**config.mk**
```make
export PLATFORM = sky130hd
export DESIGN_NAME = riscv_lsu
export DESIGN_NICKNAME = d
export VERILOG_FILES = /design/src/rtl/riscv_lsu_pkg.sv /design/src/rtl/riscv_lsu_align.sv /design/src/rtl/riscv_lsu.sv
export SDC_FILE = /design/constraint.sdc
export NUM_CORES = 1
export LEC_CHECK = 0
export CAP_MARGIN = 30
export CORE_MARGIN = 2
export CORE_UTILIZATION = 46
export CTS_CLUSTER_SIZE = 14
export DETAILED_ROUTE_END_ITERATION = 10
export GPL_TIMING_DRIVEN = 0
export PLACE_DENSITY = 0.88
export SYNTH_ARGS = -nofsm -noshare
export SYNTH_HDL_FRONTEND = slang
export SYNTH_SLANG_ARGS = --single-unit
```
**constraint.sdc**
```tcl
create_clock -name i_clk -period 4.35 [get_ports i_clk]
set_input_delay 0.87 -clock i_clk [delete_from_list [all_inputs] [get_ports i_clk]]
set_output_delay 0.87 -clock i_clk [all_outputs]
set_load 0.005 [all_outputs]
```
**src/rtl/riscv_lsu_pkg.sv**
```systemverilog
// rtl/riscv_lsu_pkg.sv - shared widths, state codes and funct3 constants for the load/store unit
package riscv_lsu_pkg;

   localparam int XLEN = 32;
   localparam int BE_W = XLEN / 8;

   localparam logic [0:0] LSU_IDLE = 1'b0;
   localparam logic [0:0] LSU_BUSY = 1'b1;

   localparam logic [2:0] F3_LB  = 3'b000;
   localparam logic [2:0] F3_LH  = 3'b001;
   localparam logic [2:0] F3_LW  = 3'b010;
   localparam logic [2:0] F3_LBU = 3'b100;
   localparam logic [2:0] F3_LHU = 3'b101;

   // Access size comes from funct3[1:0] only; 011/110/111 fall into the word case.
   function automatic logic is_byte(input logic [2:0] funct3);
      return funct3[1:0] == 2'b00;
   endfunction

   function automatic logic is_half(input logic [2:0] funct3);
      return funct3[1:0] == 2'b01;
   endfunction

endpackage

```
**src/rtl/riscv_lsu_align.sv**
```systemverilog
// rtl/riscv_lsu_align.sv - load lane select and sign/zero extension
module riscv_lsu_align
   import riscv_lsu_pkg::*;
(
   input  logic [XLEN-1:0] rdata,
   input  logic [1:0]      addr_lo,
   input  logic [2:0]      funct3,
   output logic [XLEN-1:0] data
);

   logic [7:0]  byte_sel;
   logic [15:0] half_sel;

   always_comb begin
      case (addr_lo)
         2'b00:   byte_sel = rdata[7:0];
         2'b01:   byte_sel = rdata[15:8];
         2'b10:   byte_sel = rdata[23:16];
         default: byte_sel = rdata[31:24];
      endcase
      half_sel = addr_lo[1] ? rdata[31:16] : rdata[15:0];
   end

   // funct3[2] distinguishes the unsigned variants (LBU/LHU).
   always_comb begin
      data = rdata;
      if (is_byte(funct3)) begin
         data = funct3[2] ? {24'h0, byte_sel} : {{24{byte_sel[7]}}, byte_sel};
      end else if (is_half(funct3)) begin
         data = funct3[2] ? {16'h0, half_sel} : {{16{half_sel[15]}}, half_sel};
      end
   end

endmodule

```
**src/rtl/riscv_lsu.sv**
```systemverilog
// rtl/riscv_lsu.sv - memory-stage load/store unit with req/ack data-bus FSM and MEM/WB read-data register
module riscv_lsu
   import riscv_lsu_pkg::*;
(
   input  logic            i_clk,
   input  logic            i_rstn,
   input  logic            i_mem_read_m,
   input  logic            i_mem_write_m,
   input  logic [2:0]      i_funct3_m,
   input  logic [XLEN-1:0] i_alu_result_m,
   input  logic [XLEN-1:0] i_write_data_m,
   output logic            o_dbus_req,
   output logic            o_dbus_we,
   output logic [XLEN-1:0] o_dbus_addr,
   output logic [BE_W-1:0] o_dbus_be,
   output logic [XLEN-1:0] o_dbus_wdata,
   input  logic            i_dbus_ack,
   input  logic [XLEN-1:0] i_dbus_rdata,
   output logic [XLEN-1:0] o_read_data_w,
   output logic            o_stall_lsu,
   output logic            o_misaligned
);

   logic [0:0]      state;
   logic [2:0]      funct3_q;
   logic [1:0]      addr_lo_q;
   logic            mem_op;
   logic            mis;
   logic            acc;
   logic [1:0]      addr_lo;
   logic [BE_W-1:0] store_be;
   logic [XLEN-1:0] store_wdata;
   logic [XLEN-1:0] load_data;

   assign addr_lo = i_alu_result_m[1:0];
   assign mem_op  = i_mem_read_m | i_mem_write_m;

   always_comb begin
      mis = 1'b0;
      if (is_half(i_funct3_m)) begin
         mis = addr_lo[0];
      end else if (!is_byte(i_funct3_m)) begin
         mis = |addr_lo;
      end
   end

   assign o_misaligned = mem_op & mis;
   assign acc          = mem_op & ~mis;

   // The ack cycle releases the stall so the instruction leaves M on the same edge the bus completes.
   assign o_stall_lsu  = acc & ~((state == LSU_BUSY) & i_dbus_ack);

   always_comb begin
      store_be    = 4'b1111;
      store_wdata = i_write_data_m;
      if (is_byte(i_funct3_m)) begin
         store_be    = 4'b0001 << addr_lo;
         store_wdata = {4{i_write_data_m[7:0]}};
      end else if (is_half(i_funct3_m)) begin
         store_be    = addr_lo[1] ? 4'b1100 : 4'b0011;
         store_wdata = {2{i_write_data_m[15:0]}};
      end
   end

   riscv_lsu_align u_align (
      .rdata   (i_dbus_rdata),
      .addr_lo (addr_lo_q),
      .funct3  (funct3_q),
      .data    (load_data)
   );

   always_ff @(posedge i_clk) begin
      if (!i_rstn) begin
         state         <= LSU_IDLE;
         o_dbus_req    <= 1'b0;
         o_dbus_we     <= 1'b0;
         o_dbus_addr   <= '0;
         o_dbus_be     <= '0;
         o_dbus_wdata  <= '0;
         funct3_q      <= '0;
         addr_lo_q     <= '0;
         o_read_data_w <= '0;
      end else begin
         case (state)
            LSU_IDLE: begin
               if (acc) begin
                  state        <= LSU_BUSY;
                  o_dbus_req   <= 1'b1;
                  o_dbus_we    <= i_mem_write_m;
                  o_dbus_addr  <= {i_alu_result_m[XLEN-1:2], 2'b00};
                  o_dbus_be    <= i_mem_write_m ? store_be : 4'b1111;
                  o_dbus_wdata <= i_mem_write_m ? store_wdata : '0;
                  funct3_q     <= i_funct3_m;
                  addr_lo_q    <= addr_lo;
               end
            end
            LSU_BUSY: begin
               if (i_dbus_ack) begin
                  state      <= LSU_IDLE;
                  o_dbus_req <= 1'b0;
                  if (!o_dbus_we) begin
                     o_read_data_w <= load_data;
                  end
               end
            end
            default: state <= LSU_IDLE;
         endcase
      end
   end

endmodule

```
======== Word level (Yosys, flattened, before mapping) ========
Index checks and enable logic that the tools add are counted.
Widths: inputs -> output; s select.
word-level totals
  ROM bits ................................ 0
  register bits after elaboration ......... 106
  memories kept ........................... 0
  latch bits .............................. 0
  memory bits (writable) .................. 0
cells by class
  add/subtract/negate cells ............... 0
  $lt $le $gt $ge ......................... 0
  reduce and logical (&&, ||, !) cells .... 7
  shifts and indexed selects .............. 1
  multiply operators ...................... 0
  mux-type cells .......................... 21
  eq/ne operators ......................... 6
  divide/modulo/power cells ............... 0
  bitwise gates (word level) .............. 9
operator list
  cell                 count
  $mux 32              7
  $pmux 8 s3           1
  $mux 16              1
  $mux 4               4
  $eq 2x1->1 const B   3
  $logic_not 2->1      3
  $mux 1               6
  $and 1x1->1          4
  $ne 2x2->1 const B   2
  $not 1->1            4
  $pmux 1 s2           2
  $reduce_and 2->1     2
  $shl 1x2->4 const A  1
  $reduce_and 3->1     1
  $eq 2x2->1 const B   1
  $reduce_or 2->1      1
  $or 1x1->1           1

======== Depth between registers and ports, before layout ========
Gate-level depths: netlist of the first run.
  depth in word-level cells ............... 7
  mapped depth ............................ 7

======== By module ========
From an unflattened synthesis of the first run, not the netlist that was laid out.
second synthesis, totals
  cells, all modules ...................... 640
  area total of the unflattened synthesis .. 5520.3 um2
by module, submodules not included
  module           cells each  sequential area each (um2)  times used  area each (um2)
  riscv_lsu        529         2122.0                      1           4647.0
  riscv_lsu_align  111         0.0                         1           873.3

======== Least setup slack after synthesis of the first run ========
Ideal clock, no wire load.
  kind .................................... input to output
  from .................................... in i_funct3_m[0]
  to ...................................... out o_stall_lsu
  arrival ................................. 1.488 ns
  stages .................................. 4
  setup slack ............................. 1.992 ns
  cell sequence ........................... buf_6 o21a_1 nor2_2 o211a_1
between the ends
  cells in the longest elaborated chain, start to end .. 6
  elaborated cells on any way between the ends .. 7
  those cells by class .................... 1 x eq/ne; 2 x mux; 3 x bitwise; 1 x reduce/logical
RTL lines
  item             RTL line             source
  from (decl)      riscv_lsu.sv:9       input logic [2:0] i_funct3_m,
  $logic_not 2->1  riscv_lsu_pkg.sv:18  return funct3[1:0] == 2'b00;
  $mux 1           riscv_lsu.sv:42      end else if (!is_byte(i_funct3_m)) begin
  $mux 1 (*)       riscv_lsu.sv:40      if (is_half(i_funct3_m)) begin
  $not 1->1 (*)    riscv_lsu.sv:48      assign acc = mem_op & ~mis;
  $and 1x1->1 (*)  riscv_lsu.sv:48
  $and 1x1->1 (*)  riscv_lsu.sv:51      assign o_stall_lsu = acc & ~((state == LSU_BUSY) & i_dbus_ack);
  to (decl)        riscv_lsu.sv:20      output logic o_stall_lsu,
Mark *: on every way between the ends. The rest lies on a longest branch, timed or not.

======== Worst setup path in the final report of the first run ========
  from .................................... in i_funct3_m[1]
  to ...................................... out o_stall_lsu
Same word-level chain as after synthesis.

==> results of run 1 <==
==> cell usage after synthesis (2+ instances only) <==
cell type	count
nand2_1	128
dfxtp_1	106
a21oi_1	50
o21ai_0	48
a21boi_1	28
mux2i_1	26
clkbuf_1	22
nand3_1	15
nor2_1	15
nor2b_1	14
buf_2	11
o221a_2	11
a22o_1	9
nand3b_1	9
a21boi_0	7
a2bb2oi_1	7
buf_6	7
a21oi_2	6
buf_4	4
a21boi_2	2
a32oi_1	2
inv_1	2
nand2b_1	2
nor2_2	2
nor3_1	2
or3_1	2
==> critical path: stages <==
cell and delay (ns):
clkdlybuf4s50_1 0.43, buf_6 0.15, o21a_1 0.23, nor2_2 0.15
o211a_1 0.16, clkdlybuf4s50_1 0.54
==> worst paths after layout <==
path / start / to / slack (ns) / cells past startpoint
setup / recovery: i_funct3_m[1] / o_stall_lsu / 0.94 / 6
hold / removal: o_dbus_addr[10] / o_dbus_addr[10] / 0.46 / 2
hold reg to reg: o_dbus_addr[10] / o_dbus_addr[10] / 0.46 / 2
setup reg to reg: addr_lo_q[0] / o_read_data_w[15] / 2.36 / 4
==> flip-flops by register name (all words and copies together), names as in the netlist <==
signal	count
o_read_data_w	32
addr_lo_q	2
o_dbus_wdata	32
o_dbus_be	4
o_dbus_req	1
funct3_q	3
o_dbus_addr	30
o_dbus_we	1
state	1
==> stage by stage <==
stage                     hold slack, ns  setup WS, ns
after detailed placement           0.446         0.950
after global placement             0.437         0.975
final                              0.456         0.943
after CTS                          0.459         0.951
after floorplan                    0.449          1.99
after global routing               0.479         0.892
==> routing by layer <==
| metal | wire length, um | vias up |
|---|---|---|
| met5 | 0 | - |
| met4 | 313 | 0 |
| met3 | 1590 | 26 |
| met2 | 8000 | 245 |
| met1 | 6260 | 2346 |
| li1 | - | 2356 |
==> where the power goes <==
| group | total [mW] | switching, mW | internal (mW) |
|---|---|---|---|
| clock network | 0.603 | 0.338 | 0.265 |
| registers | 1.07 | 0.0369 | 1.03 |
| logic | 0.492 | 0.215 | 0.278 |
==> layout make-up <==
class / instances / area, um2
timing repair buffer: 204 / 2040
tap: 133 / 166
inverter: 3 / 11.3
sequential: 106 / 2120
clock inverter: 4 / 53.8
fill: 748 / 2740
clock buffer: 11 / 131
multi-input combinational: 402 / 2340
buffer: 46 / 255
==> cell families (layout without fill, tap and decap cells) <==
| group | Yosys count | count (layout) | share of synthesized area (%) |
|---|---|---|---|
| AO/OA/AOI/OAI | 177 | 177 | 25.1 |
| buffers and inverters | 49 | 268 | 5.64 |
| flip-flops | 106 | 106 | 44.9 |
| multiplexers | 27 | 27 | 5.75 |
| other | 1 | 2 | 0.0794 |
| AND/OR/NAND/NOR | 196 | 196 | 18.5 |
==> impl_metrics.py, run 1 <==
metrics = {
    "die": {
        "floorplan.rows": 36,
        "die_h_um": 105,
        "io_pins": 208,
        "initial_core_util_pct": 47.9,
        "die_w_um": 105,
        "dieArea_um2": 11100,
        "coreArea_um2": 9860,
    },
    "placement": {
        "gp_congestion": 0.955,
        "dpl_cell_area_um2": 6940,
        "placedCellCount": 894,
        "dp_hpwl_mm": 12.3,
        "port_buffers": 204,
    },
    "finish": {
        "mostFrequentLayoutCell": "clkdlybuf4s50_1",
        "diodes": 0,
        "fin_cells": 909,
        "fin_area_um2": 7120,
        "final_cell_mix": "204 x clkdlybuf4s50_1, 128 x nand2_1, 106 x dfxtp_1",
        "post-route-util_pct": 72.2,
        "nets": 876,
        "layout-drive-gt1-share_pct": 8.12,
        "area_growth_pct": 50.7,
    },
    "critical_path": {
        "critical_path_class": "in -> out",
        "crit_path_start_kind": "input port",
        "crit_required_ns": 3.48,
        "end_kind": "primary output",
        "critPathMaxFanout": 10,
        "arrival_ns": 2.54,
    },
    "sta": {
        "finalHoldViolations": 0,
        "period_share_pct": 78.3,
        "finalMaxSlewViolations": 0,
        "rsz0062_at_grt": "false",
        "post-route-min-period_ns": 3.41,
        "fin_worst_skew_ns": 0.0117,
        "tns_ns": 0,
        "setup_viol": 0,
        "maxSlewHeadroom_pct": 37.6,
        "max_freq_ghz": 0.294,
        "tightestPinTransition_ns": 0.936,
    },
    "pwr": {
        "max-vdd-ir-drop_v": 0.000183,
        "cellLeakagePower_nw": 2.64,
        "power.density_nw_per_um2": 304,
        "power_mw": 2.16,
    },
    "synthesis": {
        "synth_top_area_share_pct": 44.9,
        "yosysSeqAreaShare_pct": 44.9,
        "synth_seq_cells": 106,
        "synth_edf_count": 0,
        "yosys.area.top_type": "dfxtp_1",
        "syn_inst": 556,
        "synth.distinct_cells": 45,
        "syn-cell-area_um2": 4720,
        "avgSynthCellArea_um2": 8.50,
        "ys_top_cells_by_area": "dfxtp_1 45%, nand2_1 10%, mux2i_1 5.5%",
        "synthArstFlopShare_pct": 0,
        "yosysWarnings": 0,
        "synth_top_flop_cell": "dfxtp_1",
    },
    "drt": {
        "via_count": 4973,
        "wire_per_inst_um": 17.8,
        "wirelength_mm": 16.2,
        "drt_drc_violations_left": 0,
        "ant_nets": 0,
        "drtPass1Iterations": 5,
        "first_iter_violations": 236,
        "via_per_inst": 5.47,
    },
    "global_route": {
        "first_global_vias": 5129,
        "grt_usage_pct": 28.8,
        "use_met3_pct": 10.3,
        "use_met1_pct": 32.6,
        "grt_overflow_total": 0,
        "grt_pass1_wl_mm": 25.5,
        "busiest_layer": "met2",
        "grt_max_degree": 17,
        "antenna_found_initial": 0,
        "met2_usage_pct": 50.1,
    },
    "clock_network": {
        "post_cts_buffers": 0,
        "cts-root-buf": "clkbuf_8",
        "ctsResizeCount": 0,
        "clkSinkCount": 106,
        "clk_latency_ns": 0.37,
        "cts_buffer_depth": 2,
        "clkTransAtPathRegs_ns": 0.09,
        "htreeDepth": 3,
        "numCtsBuffers": 9,
        "cts_tree": "yes",
        "cts_hold_buf": 0,
    },
    "worst_hold_path": {
        "hold_class": "reg -> reg",
    },
    "job": {
        "maxCapViolations": 0,
    },
    "run_status": {
        "outcome": "completed",
    },
}
(Power assumes the default switching activity.)
==> inputs of run 2 (changes only) <==
- CORE_UTILIZATION: 46 -> 42
- PLACE_DENSITY: 0.88 -> 0.81
- clock period: 4.35 -> 3.17 ns (I/O delays scaled with it)
==> run 2 against run 1 <==
Compared with the run above: routed wire length is 1.7% lower; first-iteration DRC count is 14% lower; non-clock buffer count stayed put; die area is 9.2% higher; via count is 1.2% lower; sequential power is 36% higher; largest power group unchanged; clock-buffer cell count is 2 lower; setup slack worse by 0.73 ns; final area is 0.37% higher; clock skew is 0.0053 ns higher; power is 39% higher.
==> impl_metrics.py, run 2 (synthesis results as in run 1) <==
metrics = {
    "critical_path": {
        "r2r_end": "o_read_data_w[12]",
        "crit_path_start_kind": "input port",
        "crit_required_ns": 2.54,
        "arrival_ns": 2.32,
        "critPathMaxFanout": 10,
        "cpMostUsedCell": "clkdlybuf4s50_1",
        "r2r_start": "addr_lo_q[0]",
        "critical_path_class": "in -> out",
        "r2r_slack_ns": 1.17,
        "critical_path_buf_inv_count": 3,
        "r2r.worst_path.cells": 4,
        "end_kind": "primary output",
        "cp_top_family": "buffers and inverters",
        "cpPeakStageDelay_ns": 0.55,
        "cp_cell_sequence": "clkdlybuf4s50_1 > buf_6 > o21a_1 > nor2_2 > o211a_1 > clkdlybuf4s50_1",
        "critPathSlowestCell": "clkdlybuf4s50_1",
    },
    "worst_hold_path": {
        "hold_class": "reg -> reg",
        "worstHoldStart": "o_dbus_addr[12]",
        "hold-path-cell-count": 2,
        "hold_path_end": "o_dbus_addr[12]",
    },
    "clock_network": {
        "numCtsBuffers": 9,
        "cts-root-buf": "clkbuf_8",
        "clkSinkCount": 106,
        "cts_hold_buf": 0,
        "cts_tree": "yes",
        "htreeDepth": 3,
        "ctsResizeCount": 0,
        "post_cts_buffers": 0,
        "cts_buffer_depth": 2,
        "clk_latency_ns": 0.39,
        "clkTransAtPathRegs_ns": 0.10,
    },
    "sta": {
        "setup_viol": 0,
        "finalHoldViolations": 0,
        "tightestPinTransition_ns": 0.863,
        "post-route-min-period_ns": 2.96,
        "rsz0062_at_grt": "false",
        "maxSlewHeadroom_pct": 42.5,
        "max_freq_ghz": 0.338,
        "tns_ns": 0,
        "holdWs_ns": 0.458,
        "finalMaxSlewViolations": 0,
        "period_share_pct": 93.3,
        "layout_setup_ws_ns": 0.213,
        "fin_worst_skew_ns": 0.0170,
    },
    "global_route": {
        "grt_pass1_wl_mm": 24.5,
        "grt_usage_pct": 26.2,
        "antenna_found_initial": 0,
        "grt_overflow_total": 0,
        "first_global_vias": 4976,
        "grt_max_degree": 19,
    },
    "placement": {
        "dp_slack_ns": 0.216,
        "placedCellCount": 901,
        "dp_hpwl_mm": 12.3,
        "gp_congestion": 0.915,
        "dpl_cell_area_um2": 6950,
        "port_buffers": 204,
    },
    "die": {
        "dieArea_um2": 12100,
        "die_h_um": 110,
        "floorplan.rows": 38,
        "io_pins": 208,
        "coreArea_um2": 10900,
        "initial_core_util_pct": 43.4,
        "die_w_um": 110,
    },
    "drt": {
        "via_per_inst": 5.36,
        "ant_nets": 0,
        "drtPass1Iterations": 5,
        "drt_drc_violations_left": 0,
        "wire_per_inst_um": 17.3,
        "wirelength_mm": 15.9,
        "first_iter_violations": 204,
        "via_count": 4912,
    },
    "finish": {
        "fin_cells": 917,
        "final_cell_mix": "204 x clkdlybuf4s50_1, 128 x nand2_1, 106 x dfxtp_1",
        "fin_area_um2": 7150,
        "area_growth_pct": 51.3,
        "reg.largest.list": "o_dbus_wdata (32), o_read_data_w (32), o_dbus_addr (30)",
        "layout-drive-gt1-share_pct": 8.49,
        "diodes": 0,
        "mostFrequentLayoutCell": "clkdlybuf4s50_1",
        "nets": 876,
    },
    "pwr": {
        "cellLeakagePower_nw": 2.65,
        "max-vdd-ir-drop_v": 0.000266,
        "power.density_nw_per_um2": 421,
    },
    "job": {
        "maxCapViolations": 0,
    },
    "run_status": {
        "outcome": "completed",
    },
}
==> run 2: layout make-up <==
type                       count  area, um2
fill                         928       3740
multi-input combinational    402       2340
sequential                   106       2120
timing repair buffer         204       2040
buffer                        46        255
tap                          140        175
clock buffer                   9        124
clock inverter                 7       78.8
inverter                       3       11.3
==> run 2: how the worst max path moves through the flow <==
stage	from	to	slack, ns	cells after the start
final	i_funct3_m[1]	o_stall_lsu	0.21	6
after global routing	i_funct3_m[1]	o_stall_lsu	0.12	6
after CTS	i_funct3_m[1]	o_stall_lsu	0.21	6
after detailed placement	i_funct3_m[1]	o_stall_lsu	0.22	6
after global placement	i_funct3_m[1]	o_stall_lsu	0.23	6
after floorplan	i_funct3_m[0]	o_stall_lsu	1.28	4
==> run 2: per-stage QoR <==
stage / power (mW) / util [%]
after floorplan: 1.77 / -
final: 3.01 / 65.7
after detailed placement: 2.16 / 63.8
after global routing: 3.13 / 65.7
after global placement: 2.14 / 63.8
after CTS: 3.02 / 65.7
==> run 2: routing by layer <==
metal	up-vias	part of all wire, %	global-route usage (%)
met3	34	10	8.05
met5	-	0	0
li1	2355	-	-
met4	0	3.1	12.6
met2	232	47	44.3
met1	2291	39	29.9
==> run 2: where the power goes <==
group	internal (mW)	switching [mW]	leakage, nW
Combinational	0.381	0.290	1.69
Clock	0.372	0.505	0.0973
Sequential	1.41	0.0502	0.866
==> run 2: worst reg2reg max path, cell delays in order (launching register included) <==
cell and delay, ns:
dfxtp_1 0.49, mux2i_1 0.33, o22ai_2 0.16, a21oi_1 0.72, a21oi_1 0.15
==> inputs of run 3 (changes only) <==
- CTS_CLUSTER_SIZE: 14 -> 30
==> results of run 3 <==
The final DEF is identical to that of run 2; final timing and power are the same.
